`src/rtl/hazard_ctrl_pkg.sv`:
```
// Shared hazard-control definitions: ISA widths, the load opcode and FSM state encodings.
// Both HAZARD_HEADER_VH and this package are consumed by hazard_ctrl and hazard_lu_detect.
`ifndef HAZARD_HEADER_VH
`define HAZARD_HEADER_VH
`define XLEN        32
`define XADDR       5
`define OPLEN       7
`define L_OP        7'b0000011
`define ST_RUN      1'b0
`define ST_MEM_WAIT 1'b1
`endif

package hazard_ctrl_pkg;

    typedef enum logic {
        RUN      = `ST_RUN,
        MEM_WAIT = `ST_MEM_WAIT
    } state_e;

endpackage

```
`src/rtl/hazard_lu_detect.sv`:
```
// Combinational load-use detector: the EX-stage load writes a register that ID reads.
// A destination of x0 never matches, so x0 sources cannot raise a hazard.
module hazard_lu_detect
    import hazard_ctrl_pkg::*;
(
    input  logic [`XADDR-1:0] rs1_addr,
    input  logic [`XADDR-1:0] rs2_addr,
    input  logic              rs1_used,
    input  logic              rs2_used,
    input  logic [`OPLEN-1:0] opcode,
    input  logic [`XADDR-1:0] rd_addr,
    output logic              load_use
);

    logic is_load;
    logic rd_nonzero;
    logic rs1_hit;
    logic rs2_hit;

    assign is_load    = (opcode == `L_OP);
    assign rd_nonzero = (rd_addr != '0);
    assign rs1_hit    = rs1_used && (rs1_addr == rd_addr);
    assign rs2_hit    = rs2_used && (rs2_addr == rd_addr);
    assign load_use   = is_load && rd_nonzero && (rs1_hit || rs2_hit);

endmodule

```
`src/rtl/hazard_ctrl.sv`:
```
// Pipeline hazard controller: memory-wait FSM plus branch and load-use stall/flush generation.
// Optional HAZARD_STALL_CNT_EN adds a saturating 32-bit count of IF-stall cycles on o_stall_cnt.
module hazard_ctrl
    import hazard_ctrl_pkg::*;
(
    input  logic              i_clk,
    input  logic              i_rst_n,
    input  logic [`XADDR-1:0] i_rs1_addr_id,
    input  logic [`XADDR-1:0] i_rs2_addr_id,
    input  logic              i_rs1_used_id,
    input  logic              i_rs2_used_id,
    input  logic [`OPLEN-1:0] i_opcode_ex,
    input  logic [`XADDR-1:0] i_rd_addr_ex,
    input  logic              i_branch_taken_ex,
    input  logic              i_mem_req_valid,
    input  logic              i_mem_req_complete,
    output logic              o_stall_if,
    output logic              o_stall_id,
    output logic              o_stall_ex,
    output logic              o_stall_mem,
    output logic              o_flush_id,
    output logic              o_bubble_ex,
    output logic              o_mem_wait
`ifdef HAZARD_STALL_CNT_EN
    ,
    output logic [`XLEN-1:0]  o_stall_cnt
`endif
);

    state_e state_q;
    state_e state_d;
    logic   mem_stall;
    logic   load_use;

    hazard_lu_detect u_lu_detect (
        .rs1_addr (i_rs1_addr_id),
        .rs2_addr (i_rs2_addr_id),
        .rs1_used (i_rs1_used_id),
        .rs2_used (i_rs2_used_id),
        .opcode   (i_opcode_ex),
        .rd_addr  (i_rd_addr_ex),
        .load_use (load_use)
    );

    always_ff @(posedge i_clk or negedge i_rst_n) begin
        if (!i_rst_n) begin
            state_q <= RUN;
        end else begin
            state_q <= state_d;
        end
    end

    // Outputs are gated by reset so they drop the instant reset asserts, whatever the inputs.
    always_comb begin
        state_d     = state_q;
        mem_stall   = 1'b0;
        o_stall_if  = 1'b0;
        o_stall_id  = 1'b0;
        o_stall_ex  = 1'b0;
        o_stall_mem = 1'b0;
        o_flush_id  = 1'b0;
        o_bubble_ex = 1'b0;
        o_mem_wait  = 1'b0;

        case (state_q)
            RUN: begin
                mem_stall = i_mem_req_valid && !i_mem_req_complete;
                if (mem_stall) state_d = MEM_WAIT;
            end
            MEM_WAIT: begin
                mem_stall = !i_mem_req_complete;
                if (i_mem_req_complete) state_d = RUN;
            end
            default: state_d = RUN;
        endcase

        if (i_rst_n) begin
            o_mem_wait = (state_q == MEM_WAIT);
            // EX is frozen during a memory stall, so a held-off branch or load-use
            // is simply re-evaluated once the stall releases.
            if (mem_stall) begin
                o_stall_if  = 1'b1;
                o_stall_id  = 1'b1;
                o_stall_ex  = 1'b1;
                o_stall_mem = 1'b1;
            end else if (i_branch_taken_ex) begin
                o_flush_id  = 1'b1;
                o_bubble_ex = 1'b1;
            end else if (load_use) begin
                o_stall_if  = 1'b1;
                o_stall_id  = 1'b1;
                o_bubble_ex = 1'b1;
            end
        end
    end

`ifdef HAZARD_STALL_CNT_EN
    logic [`XLEN-1:0] stall_cnt_q;

    always_ff @(posedge i_clk or negedge i_rst_n) begin
        if (!i_rst_n) begin
            stall_cnt_q <= '0;
        end else if (o_stall_if && (stall_cnt_q != '1)) begin
            stall_cnt_q <= stall_cnt_q + 1'b1;
        end
    end

    assign o_stall_cnt = stall_cnt_q;
`endif

endmodule

```
`config.mk`:
```
export PLATFORM = sky130hd
export DESIGN_NAME = hazard_ctrl
export DESIGN_NICKNAME = d
export VERILOG_FILES = /design/src/rtl/hazard_ctrl_pkg.sv /design/src/rtl/hazard_lu_detect.sv /design/src/rtl/hazard_ctrl.sv
export SDC_FILE = /design/constraint.sdc
export NUM_CORES = 1
export LEC_CHECK = 0
export CAP_MARGIN = 20
export CORE_AREA = 2 2 39 41
export CTS_CLUSTER_SIZE = 28
export DETAILED_ROUTE_END_ITERATION = 12
export DIE_AREA = 0 0 41 43
export GPL_TIMING_DRIVEN = 0
export HOLD_SLACK_MARGIN = 0.1
export PLACE_DENSITY = 0.73
export SYNTH_ARGS = -nofsm -noshare
export SYNTH_HDL_FRONTEND = slang
export SYNTH_SLANG_ARGS = --single-unit
```
`constraint.sdc`:
```
create_clock -name i_clk -period 2.3 [get_ports i_clk]
set_clock_uncertainty 0.15 [all_clocks]
set_input_delay 0.46 -clock i_clk [delete_from_list [all_inputs] [get_ports i_clk]]
set_output_delay 0.46 -clock i_clk [all_outputs]
set_load 0.005 [all_outputs]
```
==> impl_results.md, run 1 <==
* Status: finished with violations
* Violated checks: setup timing
* Proportion of synthesized flip-flops having asynchronous set or reset at 100%
* DRC marker count from the first detailed-route iteration at 0
* Final-stage net count at roughly 100
* Slowest stage cell, crit path: o41ai_2
* Pwr per Cell Area at 178 nW/µm²
* Grt ovf at 0
* Slew at the pin closest to its max-slew limit at between 0.3 and 0.4 ns
* Via count of the first global-routing pass at 361
* Syn Nets at 63
* Top fanout value on the critical path at 3
* Total net switching power at about 0.038 mW
* Final ANT Viol Nets at 0
* Chain of cells forming the critical path: buf_2 > xor2_1 > nor4_2 > a32oi_2 > o41ai_2 > buf_4 > buf_6
* Chip height at ~43 µm
* Internal power contribution at about 0.076 mW
* Post-detailed-placement half-perimeter wirelength at ~760 µm
* Cells taking the most area after synthesis: xor2_1 (28%), dfrtp_1 (10%), o41ai_1 (7.0%)
* Hold Vio Cnt, Final at 0
* Buffering stage count on the worst path with inverters included at 3
* Largest reg by FF count: state_q
* Count of filler cells inserted in the layout at 152
* Power, Total at about 0.11 mW
* Vias at between 300 and 400
* Synth top area share at between 20 and 30%
* Width of the chip at between 40 and 50 µm
* Clock period minus final worst setup slack at roughly 2.3 ns
* PortBufs at 35
* Wire per inst at approximately 10 µm
* Cell type with the largest total area after synthesis: xor2_1
* Required time at the endpoint of the critical path at roughly 1.7 ns
* Number of violations of the max-capacitance limit at 0
* Syn_area_per_cell at 7.36 µm²
* Reg2Reg Setup Slack at 1.40 ns
* Worst hold-check path type: in2async
* CP peak stage delay at around 0.28 ns
* Reg2Reg Launch Point: state_q
* Normalized max-slew margin at between 70% and 80%
* Fraction of final layout cells sized beyond drive strength 1 at ~43%
* Starting Density at 18.1%
* Clock latency at the later pin of the worst-skew pair at 0 ns
* Commonest cells post-synth: xor2_1 (8), inv_1 (4), nor2_1 (3)
* Instance count of the mapped netlist at 34
* Flip-flop count of the largest register after layout at 1
* Logic depth of the worst register-to-register path at 3
* Endpoint of the worst register-to-register path: state_q
* Worst voltage drop across the vdd grid at ~0.061 mV
* Maximum number of pins on one net before global-route repair at 6
* Critical path endpoint category: output pin
* Final WS setup at -0.00974 ns
* Number of setup violations in the final report at 1
* Primary flip-flop cell chosen by synthesis mapping: dfrtp_1
* Leading registers by flop count: state_q x1
* Number of synthesized flops with an enable pin at 0
* First-pass GRT wire length at ~1300 µm
* Aggregate negative setup slack at -0.00974 ns
* Element type at the critical path start: input port
* CTS clk-pin slew, worst paths at 0 ns
* Number of cell rows at 14
* Area growth from synthesis to layout at 156%
* Final Max Tran Viols at 0
* Die area at approximately 1800 µm²
* Unrepaired setup endpoints after global routing: yes
* Worst-case hold slack at 0.268 ns
* Number of top-level pins at 36
* Combinational fraction of design power at ~83%
* Most numerous cell in the Yosys netlist: xor2_1
* Achievable frequency at 433 MHz
* Arrival time at the worst endpoint at about 1.7 ns
* Power share of the clock group at 0%
* Routed wire length at between 800 and 900 µm
* Number of antenna violations at the first check in global routing at 0
* Static leakage at ~0.32 nW
* Switching power as a share of total power at 33.0%
* Crit path max-delay family: compound AO/OA/AOI/OAI gates
* Worst setup path category: in2out
* Detailed-route vias per instance at 4.22
* Diode insertion count for antenna repair at 0
* Weighted congestion at the end of routability-driven global placement at slightly below 0.7
* Synthesis Warnings at 0
* Total iterations of the first detailed-routing run at 1
* Count of state elements after synthesis at 1
* Number of design rule violations left after detail routing at 0
* Proportion of synthesized chip area in sequential cells at 10.0%
* Post-synthesis cell area at roughly 250 µm²
* Power share of the sequential group at between 15 and 20%
* Core area at ~1400 µm²
* Total Routing Usage GR at approximately 10%
* Share of the clock period used by the worst path at 100%
* Count of distinct cell types in the synthesized netlist at 18
-- worst max path at each step --
stage	from	endpoint	slack (ns)	cells past startpoint
after floorplan	i_rd_addr_ex[3]	o_stall_if	0.06	5
after global routing	i_opcode_ex[3]	o_bubble_ex	-0.10	6
after CTS	i_rs1_addr_id[4]	o_stall_if	-0.06	7
after detailed placement	i_rd_addr_ex[0]	o_stall_if	-1.02	7
final	i_rd_addr_ex[2]	o_stall_if	-0.01	7
after global placement	i_rd_addr_ex[0]	o_stall_if	-1.0	7
-- cell usage in the layout (no fill, tap or decap), types with 3 or more instances in the layout --
cell | synthesis | final
clkdlybuf4s15_1 | 0 | 4
dlygate4sd2_1 | 0 | 8
clkdlybuf4s50_1 | 0 | 8
nor2_1 | 3 | 3
buf_4 | 2 | 3
xor2_1 | 8 | 6
buf_2 | 0 | 7
clkbuf_2 | 0 | 4
buf_6 | 0 | 3
-- metrics by stage --
stage                     worst slack, ns  cell area [µm²]  cells  utilization [%]
after floorplan                    0.0637              250     34                -
after global placement             -0.997              621     85             44.8
after detailed placement            -1.02              621     85             44.8
after CTS                         -0.0584              623     86             45.0
after global routing               -0.104              641     86             46.3
final                            -0.00974              641     86             46.3
-- power groups by stage --
stage                     registers [mW]  clock network [mW]  logic, mW
after floorplan                   0.0195                   0     0.0282
after global placement            0.0196                   0     0.0962
after detailed placement          0.0196                   0     0.0971
after CTS                         0.0196                   0     0.0909
after global routing              0.0198                   0      0.103
final                             0.0196                   0     0.0942
-- worst reg2reg max path, stage by stage (launching register included) --
cell and delay (ns):
dfrtp_1 0.35, nor2_1 0.10, or2_4 0.14, inv_4 0.04
-- routing by layer --
metal	global-route usage [%]	vias up	part of all wire [%]
met4	0	0	0
met5	0	-	0
met3	0	0	9.9
met2	18.1	18	52
li1	-	187	-
met1	13.3	158	39
-- final cells by class --
class / instances / area [µm²] / area share, %
multi-input combinational: 27 / 264 / 41.2
tap: 16 / 20.0 / 3.13
timing repair buffer: 36 / 299 / 46.7
buffer: 2 / 15.0 / 2.34
inverter: 4 / 17.5 / 2.73
sequential: 1 / 25.0 / 3.91
-- logic make-up (layout without fill, tap and decap cells) --
logic type / Yosys count / in the layout / synth area share (%)
AOI/OAI and AO/OA: 3 / 3 / 10.5
and+or+nand+nor: 14 / 14 / 32.5
buffers and inverters: 6 / 42 / 12.0
xor gates and xnor gates: 10 / 10 / 35.0
DFF: 1 / 1 / 10.0
-- repair_timing --
action | CTS | global route
pin swaps | 14 | 3
setup buffers | 1 | 0
endpoints found under the setup margin | 6 | 4
resized for setup | 68 | 17
hold buffers | 0 | 0
(Power assumes the default switching activity.)
==> run 2, diff against run 1 <==
--- a/config.mk
+++ b/config.mk
@@ -6,13 +6,13 @@
 export NUM_CORES = 1
 export LEC_CHECK = 0
 export CAP_MARGIN = 20
-export CORE_AREA = 2 2 39 41
+export CORE_AREA = 10 10 47 49
 export CTS_CLUSTER_SIZE = 28
 export DETAILED_ROUTE_END_ITERATION = 12
-export DIE_AREA = 0 0 41 43
+export DIE_AREA = 0 0 57 59
 export GPL_TIMING_DRIVEN = 0
 export HOLD_SLACK_MARGIN = 0.1
-export PLACE_DENSITY = 0.73
+export PLACE_DENSITY_LB_ADDON = 0.25
 export SYNTH_ARGS = -nofsm -noshare
 export SYNTH_HDL_FRONTEND = slang
 export SYNTH_SLANG_ARGS = --single-unit
==> run 2 against run 1 <==
  * The flow still finishes with violations (setup timing)
  * Maximum frequency down 1.4%
  * Power increased by 2.0%
  * Global-route usage shrank 3.6 points
  * Core utilization shrank 0.58 points
  * Via count rose by 3.3%
  * Register-to-register slack got worse by 0.11 ns
  * Sequential power hardly changed
  * Sequential share of layout area stayed put
  * Design area is the same
  * Highest routed layer unchanged
==> impl_results.md, run 2 (synthesis gave the netlist of run 1 again) <==
* Slowest stage cell, crit path: clkdlybuf4s50_1
* Share of the clock period used by the worst path at 102% (+1.5 points)
* Worst setup path category: in2out
* Hold Vio Cnt, Final at 0 (unchanged)
* Number of violations of the max-capacitance limit at 0 (unchanged)
* Final ANT Viol Nets at 0 (unchanged)
* Achievable frequency at 427 MHz (-1.4%)
* Normalized max-slew margin at 79.9% (+0.40 points)
* Total iterations of the first detailed-routing run at 2 (+1)
* Critical path endpoint category: output pin
* Wire per inst at 13.4 µm (+30%)
* Commonest non-fill, non-tap cell in the layout: clkdlybuf4s50_1
* Combined flip-flop and latch cell area at 25.0 µm² (unchanged)
* Post-detailed-placement half-perimeter wirelength at 1040 µm (+37%)
* Final Max Tran Viols at 0 (unchanged)
* Static leakage at 0.307 nW (-2.7%)
* Chip height at 59 µm (+37%)
* Weighted congestion at the end of routability-driven global placement at 0.722 (+4.4%)
* Fraction of final layout cells sized beyond drive strength 1 at 37.1% (-5.7 points)
* Detailed-route vias per instance at 4.36 (+3.3%)
* Final-stage net count at 101 (unchanged)
* Post-detailed-placement cell area at 621 µm² (unchanged)
* DRC marker count from the first detailed-route iteration at 2 (+2)
* CP peak stage delay at 0.47 ns (+0.19 ns)
* Maximum number of pins on one net before global-route repair at 6 (unchanged)
* Slew at the pin closest to its max-slew limit at 0.298 ns (-0.00586 ns)
* Violated checks: setup timing
* Worst-case hold slack at 0.142 ns (-0.126 ns)
* Worst voltage drop across the vdd grid at 0.0706 mV (+15%)
* Number of antenna violations at the first check in global routing at 0 (unchanged)
* CTS clk-pin slew, worst paths at 0 ns (unchanged)
* Final WS setup at -0.0436 ns (-0.0339 ns)
* Flip-flop count of the largest register after layout at 1 (unchanged)
* Multi-input gate area in the final layout at 251 µm² (-4.7%)
* Count of filler cells inserted in the layout at 151 (-0.66%)
* Leading registers by flop count: state_q x1
* Logic depth of the worst register-to-register path at 4 (+1)
* Commonest cells after routing, fill and taps aside: clkdlybuf4s50_1 (10), buf_2 (8), xor2_1 (6), dlygate4sd2_1 (6), clkdlybuf4s15_1 (6)
* Number of design rule violations left after detail routing at 0 (unchanged)
* Total Routing Usage GR at 6.45% (-3.6 points)
* Number of cell rows at 14 (unchanged)
* Count of hold buffers inserted by post-cts repair at 0 (unchanged)
* Number of top-level pins at 36 (unchanged)
* Width of the chip at 57 µm (+39%)
* Pwr per Cell Area at 181 nW/µm² (+2.0%)
* Worst hold-check path type: in2async
* Diode insertion count for antenna repair at 0 (unchanged)
* Arrival time at the worst endpoint at 1.73 ns (+0.03 ns)
* Pre-CTS setup slack at -1.01 ns (+0.00415 ns)
* Status: finished with violations
* Die area at 3360 µm² (+91%)
* First-pass GRT wire length at 1900 µm (+42%)
* Final design instance area without fill at 641 µm² (unchanged)
* Element type at the critical path start: input port
* PortBufs at 35 (unchanged)
* Unrepaired setup endpoints after global routing: yes
* Required time at the endpoint of the critical path at 1.69 ns (about the same)
* Starting Density at 17.9% (-0.23 points)
* Largest reg by FF count: state_q
* Vias at 375 (+3.3%)
* Via count of the first global-routing pass at 444 (+23%)
* Top fanout value on the critical path at 2 (-1)
* Clock latency at the later pin of the worst-skew pair at 0 ns (unchanged)
* Number of setup violations in the final report at 2 (+1)
* Area growth from synthesis to layout at 156% (unchanged)
* Grt ovf at 0 (unchanged)
* Chain of cells forming the critical path: clkdlybuf4s50_1 > xnor2_1 > a32oi_2 > o41ai_2 > buf_4 > buf_6
* Routed wire length at 1150 µm (+30%)
* Core area at 1400 µm² (+1.3%)
* Clock period minus final worst setup slack at 2.34 ns (+0.0339 ns)
[run 2: cell types whose count changed in the layout (fill, tap and decap cells not counted), moves of 2 or more]
| cell | change |
|---|---|
| clkdlybuf4s50_1 | +2 |
| clkbuf_2 | -4 |
| dlygate4sd2_1 | -2 |
| clkdlybuf4s15_1 | +2 |
[run 2: final cells by class]
class | count | share of cell area, %
multi-input cells | 27 | 39.3
inverters | 4 | 2.34
flip-flops and latches | 1 | 3.91
repair buffers | 36 | 49.0
well taps | 16 | 3.13
plain buffers | 2 | 2.34
[run 2: final timing paths]
path                                        from          to  slack, ns
worst max-delay path            i_rs1_addr_id[0]  o_stall_if      -0.04
worst min-delay path                     i_rst_n     state_q       0.14
worst max register to register           state_q     state_q       1.29
worst min register to register           state_q     state_q       0.64
max in group asynchronous                i_rst_n     state_q       1.68
min in group i_clk                       state_q     state_q       0.64
[run 2: report_power, final]
group	switching (mW)	total, mW	internal [mW]
logic	0.0361	0.0965	0.0604
registers	0.000533	0.0196	0.0191
clock network	0	0	0
[run 2: timing repair]
item,CTS,global route
pin swaps,12,0
endpoints found under the setup margin,6,6
setup buffers,1,0
resized for setup,68,13
[run 2: critical path: cells and delay by family]
kind,cells,cell delay [ns]
buf+inv,3,0.72
xor+xnor,1,0.13
compound gates,2,0.41
[run 2: through the flow]
step                      power, mW  util, %  setup TNS (ns)  cells
after detailed placement      0.118     44.3           -3.55     85
final                         0.116     45.7         -0.0689     86
after global routing          0.124     45.7          -0.324     86
after CTS                     0.114     44.5          -0.112     86
after global placement        0.116     44.3           -3.45     85
after floorplan              0.0476        -               0     34
[run 2: layer usage]
layer | track usage (%) | share of wire [%]
met1 | 6.08 | 37
met2 | 12.4 | 49
met3 | 3.86 | 15
met4 | 0 | 0
met5 | 0 | 0
